$ cat config.mk
export PLATFORM = sky130hd
export DESIGN_NAME = leaf_out_arbiter
export DESIGN_NICKNAME = d
export VERILOG_FILES = /design/src/rtl/leaf_out_arbiter.sv
export SDC_FILE = /design/constraint.sdc
export NUM_CORES = 1
export LEC_CHECK = 0
export ABC_CLOCK_PERIOD_IN_PS = 3400
export BUFFER_PORTS_ARGS = -buffer_cell sky130_fd_sc_hd__buf_2
export CORE_UTILIZATION = 49
export DETAILED_ROUTE_END_ITERATION = 10
export PLACE_DENSITY = 0.91
export SLEW_MARGIN = 15
export SYNTH_ARGS = -nofsm -noshare
export SYNTH_HDL_FRONTEND = slang
export SYNTH_SLANG_ARGS = --single-unit
$ cat constraint.sdc
create_clock -name ap_clk -period 3.4 [get_ports ap_clk]
set_input_delay 0 -clock ap_clk [delete_from_list [all_inputs] [get_ports ap_clk]]
set_output_delay 0 -clock ap_clk [all_outputs]
set_load 0.005 [all_outputs]
$ cat src/rtl/leaf_out_arbiter.sv
// Round-robin merge of NUM_REQ valid/ready word streams onto one output port.
// A grant lasts until MAX_BURST words are taken or the granted requester goes idle.
module leaf_out_arbiter #(
    parameter  int PAYLOAD_BITS = 32,
    parameter  int NUM_REQ      = 2,
    parameter  int MAX_BURST    = 16,
    localparam int SRC_BITS     = (NUM_REQ > 1) ? $clog2(NUM_REQ) : 1,
    localparam int CNT_BITS     = $clog2(MAX_BURST + 1)
) (
    input  logic                            ap_clk,
    input  logic                            ap_rst_n,
    input  logic [NUM_REQ*PAYLOAD_BITS-1:0] in_V_TDATA,
    input  logic [NUM_REQ-1:0]              in_V_TVALID,
    output logic [NUM_REQ-1:0]              in_V_TREADY,
    output logic [PAYLOAD_BITS-1:0]         out_V_TDATA,
    output logic                            out_V_TVALID,
    input  logic                            out_V_TREADY,
    output logic [SRC_BITS-1:0]             out_src
);

    typedef enum logic {
        IDLE,
        GRANT
    } state_e;

    state_e                  state_q, state_d;
    logic [SRC_BITS-1:0]     gnt_q, gnt_d;
    logic [SRC_BITS-1:0]     ptr_q, ptr_d;
    logic [CNT_BITS-1:0]     burstCnt_q, burstCnt_d;
    logic                    outValid_q, outValid_d;
    logic [PAYLOAD_BITS-1:0] outData_q, outData_d;
    logic [SRC_BITS-1:0]     outSrc_q, outSrc_d;

    logic                    pickFound;
    logic [SRC_BITS-1:0]     pickIdx;
    logic [SRC_BITS-1:0]     cand;
    logic                    gntValid;
    logic                    downOk;
    logic                    xfer;
    logic                    pop;
    logic                    lastBeat;
    logic [PAYLOAD_BITS-1:0] gntWord;

    function automatic logic [SRC_BITS-1:0] wrapInc(input logic [SRC_BITS-1:0] idx);
        return (int'(idx) == NUM_REQ - 1) ? '0 : idx + 1'b1;
    endfunction

    // First valid requester at or after the round-robin pointer.
    always_comb begin
        pickFound = 1'b0;
        pickIdx   = ptr_q;
        cand      = ptr_q;
        for (int k = 0; k < NUM_REQ; k++) begin
            if (!pickFound && in_V_TVALID[cand]) begin
                pickFound = 1'b1;
                pickIdx   = cand;
            end
            cand = wrapInc(cand);
        end
    end

    assign gntValid = in_V_TVALID[gnt_q];
    assign gntWord  = in_V_TDATA[int'(gnt_q)*PAYLOAD_BITS +: PAYLOAD_BITS];
    assign downOk   = !outValid_q || out_V_TREADY;
    assign xfer     = (state_q == GRANT) && gntValid && downOk;
    assign pop      = outValid_q && out_V_TREADY;
    assign lastBeat = (burstCnt_q == CNT_BITS'(MAX_BURST - 1));

    // Reset gating keeps ready low even before the first reset edge settles state.
    always_comb begin
        in_V_TREADY = '0;
        if (ap_rst_n && (state_q == GRANT) && downOk) begin
            in_V_TREADY[gnt_q] = 1'b1;
        end
    end

    always_comb begin
        state_d    = state_q;
        gnt_d      = gnt_q;
        ptr_d      = ptr_q;
        burstCnt_d = burstCnt_q;
        outValid_d = outValid_q;
        outData_d  = outData_q;
        outSrc_d   = outSrc_q;

        if (pop) begin
            outValid_d = 1'b0;
        end

        case (state_q)
            IDLE: begin
                if (pickFound) begin
                    gnt_d      = pickIdx;
                    burstCnt_d = '0;
                    state_d    = GRANT;
                end
            end
            GRANT: begin
                if (xfer) begin
                    outValid_d = 1'b1;
                    outData_d  = gntWord;
                    outSrc_d   = gnt_q;
                    burstCnt_d = burstCnt_q + 1'b1;
                    if (lastBeat) begin
                        state_d = IDLE;
                        ptr_d   = wrapInc(gnt_q);
                    end
                end else if (!gntValid) begin
                    // A stalled downstream never releases while the owner still has data.
                    state_d = IDLE;
                    ptr_d   = wrapInc(gnt_q);
                end
            end
            default: begin
                state_d = IDLE;
            end
        endcase
    end

    always_ff @(posedge ap_clk) begin
        if (!ap_rst_n) begin
            state_q    <= IDLE;
            gnt_q      <= '0;
            ptr_q      <= '0;
            burstCnt_q <= '0;
            outValid_q <= 1'b0;
            outData_q  <= '0;
            outSrc_q   <= '0;
        end else begin
            state_q    <= state_d;
            gnt_q      <= gnt_d;
            ptr_q      <= ptr_d;
            burstCnt_q <= burstCnt_d;
            outValid_q <= outValid_d;
            outData_q  <= outData_d;
            outSrc_q   <= outSrc_d;
        end
    end

    assign out_V_TVALID = outValid_q;
    assign out_V_TDATA  = outData_q;
    assign out_src      = outSrc_q;

endmodule

# --- Yosys cells after proc, flatten, opt, wreduce, memory -nomap -nowiden ---
# Index checks and enable logic that the tools add are counted.
# Widths: inputs -> output; s select.
totals:
  input_bits: 69
  elab_cells: 63
  out_inout_bits: 36
  register_bits: 42
classes:
  addsub: 3
  muxes: 28
  magnitude_cmp: 4
  n_reduce_logical: 14
  n_shift: 1
  bitwise: 1
  eq_ne: 5
ops:
  columns: ["op", "n"]
  rows:
  - ["$shiftx 64x7->32", 1]
  - ["$mux 1", 22]
  - ["$mux 5", 2]
  - ["$pmux 5 s2", 1]
  - ["$logic_and 1x1->1", 7]
  - ["$lt 1x2->1 const B", 3]
  - ["$ne 2x1->1 const B", 3]
  - ["$reduce_and 2->1", 3]
  - ["$add 5x1->5 const B", 1]
  - ["$eq 5x4->1 const B", 1]
  - ["$reduce_and 3->1", 1]
  - ["$add 1x1->1 const B", 2]
  - ["$logic_not 1->1", 2]
  - ["$mux 2", 1]
  - ["$ne 2x2->1 const B", 1]
  - ["$pmux 1 s2", 1]
  - ["$demux 1 s1", 1]
  - ["$ge 1x1->1 const B", 1]
  - ["$logic_or 1x1->1", 1]
  - ["$not 1->1", 1]

# --- Depth between registers and ports, before layout ---
depth:
  depth_word: 8
  depth_mapped: 6
  depth_no_buf: 6

# --- Worst setup path after synthesis ---
# No wires, ideal clock.
synth_path:
  path_kind: "flip-flop to flip-flop"
  startpoint: "register burstCnt_q[0]"
  endpoint: "register burstCnt_q[4]"
  period_less_slack_ps: 1598
  setup_time_ps: 70
  path_stages_with_launch: 6
  path_buffers: 0
  arrival_ps: 1528
  required_ps: 3330
  setup_slack_ps: 1802
  cell_sequence: "dfxtp_1 > ha_1 > and3_1 > ha_1 > or4_1 > a21oi_1"
synth_via:
  elab_chain_len: 3
synth_rtl:
  columns: ["item", "line", "text"]
  rows:
  - ["start: declaration", "29", "logic [CNT_BITS-1:0] burstCnt_q, burstCnt_d;"]
  - ["start signal: assignment", "133", "burstCnt_q <= burstCnt_d;"]
  - ["$add 5x1->5", "103", "burstCnt_d = burstCnt_q + 1'b1;"]
  - ["$mux 5", "99", "if (xfer) begin"]
  - ["$pmux 5 s2", "90", "case (state_q)"]
# No other way between the ends. The select of a mux whose other input is x is not followed.
# A chain may end at the register's enable or synchronous reset.

# --- Worst setup path in the final report ---
layout_path:
  startpoint: "register state_q"
  endpoint: "register outData_q[19] (netlist: out_V_TDATA[19])"
layout_via:
  elab_chain_len: 3
layout_rtl:
  columns: ["item", "line", "text"]
  rows:
  - ["start: declaration", "26", "state_e state_q, state_d;"]
  - ["start signal: assignment", "130", "state_q <= state_d;"]
  - ["$logic_and 1x1->1 (2 in a row)", "65", "assign xfer = (state_q == GRANT) && gntValid && downOk;"]
  - ["$reduce_and 2->1 (no line) *", null, null]
  - ["end signal: assignment", "135", "outData_q <= outData_d;"]
  - ["end: declaration", "31", "logic [PAYLOAD_BITS-1:0] outData_q, outData_d;"]
# Mark *: on every way between the ends. The rest lies on a longest branch, timed or not.

==> flow_metrics.py <==
metrics = {
    "setup_path": {
        "cp_max_fo": 43,
        "r2r_end": "out_V_TDATA[19]$_SDFFE_PN0P_",
        "r2r_start": "state_q$_SDFF_PN0_",
        "required_ns": 3.54,
        "critPathLaunchType": "flop",
        "critical_path_class": "flop to flop",
        "r2r_slack_ns": 1.41,
        "end_kind": "flop",
        "r2r_cells": 5,
        "crit_arrival_ns": 2.13,
    },
    "synthesis": {
        "muxShareOfSynthArea_pct": 17.20,
        "yosysUniqueCellTypes": 34,
        "yosys.area_share.simple_pct": 6.243,
        "syn-cell-area_um2": 2125,
        "synth-xor-area-share_pct": 0,
        "ys_ff_latch": 42,
        "async_flop_share_pct": 0,
        "synthCells": 213,
        "synth_compound_area_share_pct": 28.39,
        "yosysSeqAreaShare_pct": 39.58,
        "ys_warn_count": 0,
        "synth_top_area_share_pct": 39.58,
        "postSynthAreaPerCell_um2": 9.974,
        "synth_top_family_by_area": "compound AO/OA/AOI/OAI gates",
        "synth_ff_type": "dfxtp_1",
        "yosys.area.top_type": "dfxtp_1",
        "synthAdderAreaFrac_pct": 1.178,
        "syn-num-nets": 284,
        "synth_area_leaders": "dfxtp_1 (40%), mux2i_1 (16%), a31oi_1 (9.7%)",
        "synth-edff-count": 0,
    },
    "floorplan": {
        "ios": 105,
        "num_rows": 23,
        "core_um2": 4086,
        "start_util_pct": 51.99,
        "die_area_um2": 4603,
        "die_y_um": 67.85,
        "die-width_um": 67.85,
    },
    "route": {
        "drt_iter0_markers": 169,
        "vias": 2120,
        "drc": 0,
        "routed_via_density": 6.006,
        "avgRoutedWirePerCell_um": 15.44,
        "postRouteAntennaNets": 0,
        "wl_met1_um": 2219,
        "topRoutingLayerUsed": "met4",
        "dr.pass1.iters": 5,
        "wl_met3_um": 380,
        "totalWireLength_um": 5452,
        "dr_wl_met2_um": 2779,
    },
    "cells_and_area": {
        "area_growth_pct": 26.27,
        "layout.nets": 374,
        "fill_cells": 323,
        "diodes": 0,
        "fin_area_um2": 2683,
        "final_cells": 353,
        "drive_above_1_share_pct": 42.57,
        "utilization_pct": 65.65,
    },
    "pwr": {
        "p_int_mw": 0.7891,
        "power_frac_comb_pct": 23.5,
        "p_seq_share_pct": 49.6,
        "netSwitchingFraction_pct": 28.67,
        "power.share.clock_pct": 26.9,
        "irDropWorstVdd_mv": 0.2490,
        "p_per_area_nw_per_um2": 412.4,
        "p_total_mw": 1.106,
        "switching_power_mw": 0.3172,
        "p_leak_nw": 1.126,
    },
    "cts": {
        "worstSkewPairLatency_ns": 0.29,
        "cts_root_buf": "clkbuf_8",
        "cts.path.max_buffers": 2,
        "post-cts-setup-buffers": 0,
        "cts_hold_buf": 0,
        "tritoncts": "yes",
        "path_clk_slew_ns": 0.07,
        "cts-resized-gates": 0,
        "numCtsBuffers": 5,
        "cts_num_sinks": 42,
        "cts_htree_levels": 2,
    },
    "sta": {
        "fin_crit_sh_pct": 58.58,
        "fin_tns_setup_ns": 0,
        "fmax_mhz": 502.1,
        "rsz0062_at_grt": "false",
        "fin_skew_ns": 0.004002,
        "max-slew-margin-rel_pct": 49.93,
        "report.final.slew_viol_count": 0,
        "finalSetupViolations": 0,
        "tightest_slew_ns": 0.7495,
        "finalCriticalPeriod_ns": 1.992,
        "finalHoldViolations": 0,
    },
    "global_route": {
        "antenna_found_initial": 0,
        "grt_max_degree": 44,
        "grt_usage_pct": 22.63,
        "grt_pass1_wl_um": 7831,
        "overflow": 0,
        "first_global_vias": 1827,
    },
    "worst_hold_path": {
        "min_to": "out_src$_SDFFE_PN0P_",
        "min_from": "ap_rst_n",
        "hold_class": "input port to flop",
        "whs_path_depth": 2,
    },
    "status": {
        "outcome": "completed",
    },
    "flow_run": {
        "cap_violations": 0,
    },
    "placement": {
        "dp_hpwl_um": 3639,
        "dp_cells": 346,
        "routabilityCongestion": 0.7384,
        "portBuffers": 104,
        "placed_cell_area_um2": 2606,
    },
}
[worst max-delay path by stage]
stage,start,to,slack (ns),cells after the start
after floorplan,burstCnt_q[0]$_SDFFE_PN0P_,burstCnt_q[4]$_SDFFE_PN0P_,1.80,5
after global placement,state_q$_SDFF_PN0_,out_V_TDATA[3]$_SDFFE_PN0P_,1.46,5
after detailed placement,state_q$_SDFF_PN0_,out_V_TDATA[19]$_SDFFE_PN0P_,1.44,5
after CTS,state_q$_SDFF_PN0_,out_V_TDATA[19]$_SDFFE_PN0P_,1.43,5
after global routing,state_q$_SDFF_PN0_,out_V_TDATA[0]$_SDFFE_PN0P_,1.22,5
final,state_q$_SDFF_PN0_,out_V_TDATA[19]$_SDFFE_PN0P_,1.41,5
[registers in the layout, indices dropped and copies added, names as in the netlist]
register      count
burstCnt_q        5
out_src           1
out_V_TDATA      32
out_V_TVALID      1
state_q           1
gnt_q             1
ptr_q             1
[logic make-up after synthesis]
group | Yosys count
DFF | 42
AOI/OAI and AO/OA | 81
muxes | 36
buffers and inverters | 30
adders and majority gates | 2
and+or+nand+nor | 22
[worst max-delay path: stages, from the launching register on]
cell,delay (ns)
dfxtp_1,0.31
buf_4,0.36
inv_2,0.17
nor3_4,0.49
buf_4,0.38
a211oi_1,0.12
[power by group through the flow]
| stage | combinational (mW) | clock (mW) | sequential [mW] |
|---|---|---|---|
| after CTS | 0.260 | 0.306 | 0.548 |
| after floorplan | 0.165 | 0 | 0.561 |
| final | 0.259 | 0.298 | 0.549 |
| after global routing | 0.286 | 0.325 | 0.552 |
| after global placement | 0.250 | 0 | 0.558 |
| after detailed placement | 0.258 | 0 | 0.559 |
[cell usage in the layout (no fill, tap or decap), drive strengths merged, types with 2 or more instances in the layout]
master  count
nand3       4
nor2        3
buf       108
clkbuf      7
inv         5
o311ai      3
or4         2
nand4       3
a31oi      33
nand3b      2
a211oi     32
a21oi       7
ha          2
dfxtp      42
o211ai      3
mux2i      35
[metrics by stage]
stage / worst slack, ns / hold slack (ns)
4_1_cts: 1.425 / 0.02472
3_3_place_gp: 1.458 / 0.3174
5_1_grt: 1.222 / 0.03252
3_5_place_dp: 1.439 / 0.3261
2_1_floorplan: 1.802 / 0.1257
6_report: 1.408 / 0.03451
[layer usage]
metal / vias up / global-route usage, %
li1: 1018 / -
met1: 1002 / 25.15
met2: 92 / 41.09
met3: 8 / 5.667
met4: 0 / 8.594
met5: - / 0
[Yosys cell counts (all sizes together), types with 2 or more instances]
| cell type | instances |
|---|---|
| o211ai | 3 |
| a31oi | 33 |
| nand4 | 3 |
| nand3b | 2 |
| a21oi | 7 |
| dfxtp | 42 |
| buf | 16 |
| nor2 | 3 |
| or4 | 2 |
| nand3 | 4 |
| ha | 2 |
| mux2i | 35 |
| o311ai | 3 |
| clkbuf | 9 |
| inv | 5 |
| a211oi | 32 |
[cell type report]
type                       count  area [um2]  share of cell area, %
multi-input combinational    141        1132                  42.21
inverter                       5       18.77                 0.6996
tap                           50       62.56                  2.332
clock buffer                   7       76.32                  2.845
timing repair buffer         108       550.5                  20.52
sequential                    42       842.1                  31.39
Note: power is estimated with default switching activity, not from simulation.
